### src/rtl/proc_pkg.sv
// Shared definitions for the fetch sequencer: datapath widths, FSM state
// encoding and the branch-take decision helper.
package proc_pkg;

  localparam int PC_WIDTH     = 32;
  localparam int OFFSET_WIDTH = 8;

  typedef enum logic [2:0] {
    IDLE  = 3'd0,
    FETCH = 3'd1,
    WAIT  = 3'd2,
    EXEC  = 3'd3,
    HOLD  = 3'd4
  } state_t;

  // Any of the branch conditions redirects to the same target address, so
  // jump > beq > bne priority collapses to a simple OR of the conditions.
  function automatic logic branch_take(input logic jump_en,
                                       input logic beq_en,
                                       input logic bne_en,
                                       input logic zero);
    return jump_en | (beq_en & zero) | (bne_en & ~zero);
  endfunction

endpackage

### src/rtl/next_pc_adder.sv
// Combinational next-PC computation: sequential increment and the
// PC-relative word-offset branch target, both modulo 2^32.
module next_pc_adder
  import proc_pkg::*;
#(
  parameter logic [PC_WIDTH-1:0] PC_STEP = 32'd4
) (
  input  logic [PC_WIDTH-1:0]     pc,
  input  logic [OFFSET_WIDTH-1:0] offset,
  input  logic                    take,
  output logic [PC_WIDTH-1:0]     next_pc
);

  logic [PC_WIDTH-1:0] seq_pc_s;
  logic [PC_WIDTH-1:0] off_bytes_s;
  logic [PC_WIDTH-1:0] target_s;

  // Sign-extend the word offset and scale it to bytes, then add to PC + step.
  always_comb begin
    seq_pc_s    = pc + PC_STEP;
    off_bytes_s = {{(PC_WIDTH-OFFSET_WIDTH-2){offset[OFFSET_WIDTH-1]}}, offset, 2'b00};
    target_s    = seq_pc_s + off_bytes_s;
    if (take) begin
      next_pc = target_s;
    end else begin
      next_pc = seq_pc_s;
    end
  end

endmodule

### src/rtl/fetch_sequencer.sv
// Instruction fetch sequencer: five-state FSM that issues instruction fetches,
// waits on instruction/data memory, and advances the PC (sequential or branch).
// Optional macro FETCH_SEQUENCER_BNE_EN adds a BNE_ENABLE input
// (branch-if-not-equal, lowest priority below jump and beq).
module fetch_sequencer
  import proc_pkg::*;
#(
  parameter logic [PC_WIDTH-1:0] RESET_PC = 32'd0,
  parameter logic [PC_WIDTH-1:0] PC_STEP  = 32'd4
) (
  input  logic                    CLK,
  input  logic                    RESET,
  input  logic                    BEQ_ENABLE,
  input  logic                    JUMP_ENABLE,
`ifdef FETCH_SEQUENCER_BNE_EN
  input  logic                    BNE_ENABLE,
`endif
  input  logic                    ZERO,
  input  logic [OFFSET_WIDTH-1:0] OFFSET,
  input  logic                    IMEM_BUSYWAIT,
  input  logic                    DMEM_BUSYWAIT,
  output logic [PC_WIDTH-1:0]     PC,
  output logic                    IMEM_READ,
  output logic                    INSTR_VALID,
  output logic                    STALL
);

  state_t              state_r;
  state_t              state_nxt_s;
  logic [PC_WIDTH-1:0] pc_r;
  logic [PC_WIDTH-1:0] next_pc_s;
  logic                pc_load_s;
  logic                take_s;
  logic                bne_s;

`ifdef FETCH_SEQUENCER_BNE_EN
  assign bne_s = BNE_ENABLE;
`else
  assign bne_s = 1'b0;
`endif

  assign take_s = branch_take(JUMP_ENABLE, BEQ_ENABLE, bne_s, ZERO);

  next_pc_adder #(
    .PC_STEP (PC_STEP)
  ) u_next_pc_adder (
    .pc      (pc_r),
    .offset  (OFFSET),
    .take    (take_s),
    .next_pc (next_pc_s)
  );

  // State and PC registers; synchronous active-low reset discards any pending branch.
  always_ff @(posedge CLK) begin
    if (!RESET) begin
      state_r <= IDLE;
      pc_r    <= RESET_PC;
    end else begin
      state_r <= state_nxt_s;
      if (pc_load_s) begin
        pc_r <= next_pc_s;
      end else begin
        pc_r <= pc_r;
      end
    end
  end

  // Next-state and PC-advance decision; each busywait only matters in its own phase.
  always_comb begin
    state_nxt_s = state_r;
    pc_load_s   = 1'b0;
    case (state_r)
      IDLE:  state_nxt_s = FETCH;
      FETCH: begin
        if (IMEM_BUSYWAIT) begin
          state_nxt_s = WAIT;
        end else begin
          state_nxt_s = EXEC;
        end
      end
      WAIT: begin
        if (IMEM_BUSYWAIT) begin
          state_nxt_s = WAIT;
        end else begin
          state_nxt_s = EXEC;
        end
      end
      EXEC, HOLD: begin
        if (DMEM_BUSYWAIT) begin
          state_nxt_s = HOLD;
        end else begin
          state_nxt_s = FETCH;
          pc_load_s   = 1'b1;
        end
      end
      default: state_nxt_s = IDLE;
    endcase
  end

  // Control outputs are a pure decode of the state register.
  always_comb begin
    IMEM_READ   = 1'b0;
    INSTR_VALID = 1'b0;
    STALL       = 1'b0;
    case (state_r)
      FETCH: IMEM_READ = 1'b1;
      WAIT: begin
        IMEM_READ = 1'b1;
        STALL     = 1'b1;
      end
      EXEC: INSTR_VALID = 1'b1;
      HOLD: begin
        INSTR_VALID = 1'b1;
        STALL       = 1'b1;
      end
      default: begin
        IMEM_READ   = 1'b0;
        INSTR_VALID = 1'b0;
        STALL       = 1'b0;
      end
    endcase
  end

  assign PC = pc_r;

endmodule

### config.mk
export PLATFORM = sky130hd
export DESIGN_NAME = fetch_sequencer
export DESIGN_NICKNAME = d
export VERILOG_FILES = /design/src/rtl/proc_pkg.sv /design/src/rtl/next_pc_adder.sv /design/src/rtl/fetch_sequencer.sv
export SDC_FILE = /design/constraint.sdc
export NUM_CORES = 1
export LEC_CHECK = 0
export ABC_AREA = 1
export BUFFER_PORTS_ARGS = -buffer_cell sky130_fd_sc_hd__buf_2
export CAP_MARGIN = 25
export CORE_ASPECT_RATIO = 1.25
export CORE_MARGIN = 3
export CORE_UTILIZATION = 49
export CTS_CLUSTER_DIAMETER = 120
export DETAILED_ROUTE_END_ITERATION = 7
export GPL_ROUTABILITY_DRIVEN = 1
export MAX_ROUTING_LAYER = met4
export PLACE_DENSITY = 0.78
export SYNTH_ARGS = -nofsm -noshare
export SYNTH_HDL_FRONTEND = slang
export SYNTH_SLANG_ARGS = --single-unit
### constraint.sdc
create_clock -name CLK -period 4.7 [get_ports CLK]
set_clock_uncertainty 0.1 [all_clocks]
set_input_delay 0.47 -clock CLK [delete_from_list [all_inputs] [get_ports CLK]]
set_output_delay 0.47 -clock CLK [all_outputs]
set_load 0.01 [all_outputs]
==> impl_metrics.yaml <==
die:
  die_h_um: 112.8
  core_area_mm2: 0.008796
  die_area_mm2: 0.01032
  ioPinCount: 50
  dieWidth_um: 91.46
  num_rows: 38
  initial_utilization: 0.5085
timing:
  layout_setup_ws_ns: 1.418
  rsz0062_at_grt: "false"
  slew_violations: 0
  fmax_ghz: 0.3046
  period_share: 0.6984
  max_slew_margin: 0.3622
  fin_crit_ns: 3.282
  tightestPinTransition_ns: 0.9509
  tns_ns: 0
  final_hold_viol_count: 0
  setup_violations: 0
worst_setup_path:
  startpoint_type: "register"
  ff2ff_path_depth: 15
  r2r_slack_ns: 1.42
  startpoint: "PC[12]"
  critPathRequiredTime_ns: 4.82
  crit_type: "register to register"
  critPathArrivalTime_ns: 3.41
  crit_path_end: "PC[30]"
  crit_fanout: 5
  r2r_end: "PC[30]"
  crit_path_end_kind: "register"
  reg2reg_from: "PC[12]"
logic_synthesis:
  synth_enable_flop_cells: 0
  synth_async_sr_flop_share: 0
  ys_ff_latch: 33
  yosysWarnings: 0
  syn_area_mm2: 0.004473
  syn_inst: 785
  ys_seq_area_frac: 0.1477
  synth_compound_area_frac: 0.1558
  synthMuxAreaShare: 0
  ys_types: 44
  synth_top_family_by_area: "simple AND/OR/NAND/NOR gates"
  synth-main-ff-cell: "dfxtp_1"
  avgSynthCellArea_um2: 5.698
  yosys.area_share.xor_xnor: 0.04112
  synthSimpleGateAreaFrac: 0.4327
  synth_adder_area_share: 0.1080
cts:
  clock_sinks: 33
  ctsHoldBuffers: 0
  cts_root_buf: "clkbuf_8"
  postCtsResizedCells: 0
  htree_levels: 2
  cts_buffer_depth: 2
  cts.clk_slew.worst_paths_ns: 0.07
  clock_latency_ns: 0.29
  numCtsBuffers: 5
  post_cts_buffers: 0
  tritoncts: "done"
route:
  routed_wl_um: 14120
  via_per_inst: 5.435
  vias: 5158
  antenna_left: 0
  drt_iter0_drc: 395
  dr.pass1.iters: 6
  wl_per_cell_um: 14.88
  drc: 0
global_routing:
  grt_usage: 0.2827
  antenna_found_initial: 0
  grt_max_degree: 47
  grt_pass1_vias: 4798
  grt_pass1_wl_um: 22790
  gr-total-overflow: 0
finish:
  antenna_cells: 0
  num-nets-final: 881
  final_util: 0.5552
  final_common_cell: "nand2_1"
  drive_gt1_frac: 0.1062
  layout_common_cells: "241 x nand2_1, 113 x inv_1, 67 x nor2_1, 66 x nand3_1, 54 x a21oi_1"
  areaGrowthSynthToFinish_pct: 9.175
  design_area_mm2: 0.004883
placed_design:
  postPlaceCellArea_mm2: 0.004803
  gp_congestion: 1.004
  port_buffers: 47
  dpl.hpwl_um: 11300
  place_ws_ns: 1.501
outcome:
  status: "finished clean"
flow_run:
  drv_cap: 0
power:
  power-per-cell-area_mw_per_mm2: 188.5
  leakagePower_nw: 2.712
  ir_drop_v: 0.0001427
min_path:
  hp-class: "input pin to register"
  hold_start: "DMEM_BUSYWAIT"
==> worst min path at each step <==
stage,to,slack (ns),cells after the start
6_report,state_r[2],0.33,3
5_1_grt,state_r[2],0.34,3
3_3_place_gp,PC[27],0.43,2
3_5_place_dp,PC[27],0.42,2
4_1_cts,state_r[2],0.33,3
2_1_floorplan,PC[27],0.43,2
==> registers in the layout, indices dropped and copies added (netlist names) <==
register	count
PC	30
state_r	3
==> cells in the mapped netlist (3+ instances only) <==
cell	count	area (um2)
nand4_1	15	93.84
nand2_2	5	31.28
nor3_1	10	50.05
nor2_2	3	18.77
nor2_4	5	56.30
and2_1	4	25.02
ha_1	37	462.9
dfxtp_1	33	660.6
xnor2_1	8	70.07
nor2_1	67	251.5
nand2_1	241	904.6
a21oi_1	54	270.3
o21bai_1	6	45.04
a21o_1	5	37.54
xor2_1	13	113.9
nand3_1	66	330.3
nor3_2	4	40.04
clkbuf_1	7	26.28
a21oi_2	4	35.03
or2_2	7	43.79
o21ai_0	39	195.2
buf_4	3	22.52
inv_1	113	424.2
a31oi_1	12	75.07
==> through the flow <==
step | total power, mW | instances | hold WS (ns)
finish | 0.9204 | 949 | 0.3325
global route | 0.9850 | 949 | 0.3393
CTS | 0.9232 | 949 | 0.3308
detailed placement | 0.7143 | 941 | 0.4198
global placement | 0.7098 | 941 | 0.4263
floorplan | 0.5967 | 786 | 0.4340
==> report_power, final <==
group          internal [mW]  switching [mW]
registers              0.300          0.0316
logic                  0.131           0.251
clock network          0.105           0.102
total                  0.536           0.385
==> cell families after synthesis <==
family | count (synthesis)
AND/OR/NAND/NOR | 437
buffers and inverters | 130
AO/OA/AOI/OAI | 125
adder cells (fa/ha/maj) | 38
flip-flops | 33
XOR/XNOR | 21
other | 1
==> per-layer routing <==
metal | vias up | share of wire | GRT usage
met5 | - | 0 | -
met4 | 0 | 0.060 | 0.1559
met3 | 54 | 0.056 | 0.02992
met2 | 204 | 0.48 | 0.4720
met1 | 2274 | 0.41 | 0.3309
li1 | 2626 | - | -
==> area by class of cell <==
type / count / area, um2
Clock buffer: 8 / 80.08
Fill cell: 945 / 3913
Inverter: 116 / 435.4
Multi-Input combinational cell: 623 / 3307
Sequential cell: 33 / 660.6
Tap cell: 120 / 150.1
Timing Repair Buffer: 49 / 250.2
==> worst max-delay path: stages, from the launching register on <==
cell and delay, ns:
dfxtp_1 0.43, nand2_1 0.11, nor2_1 0.27, nand2_1 0.14
nor2_2 0.20, xor2_1 0.42, ha_1 0.34, a21oi_1 0.27
o21ai_0 0.18, a21oi_1 0.25, nor2_1 0.07, nor2_1 0.12
nand2_1 0.07, nand2_1 0.06, nand3_1 0.06, a21oi_1 0.14
No activity file was read; power rests on OpenSTA's default activity.
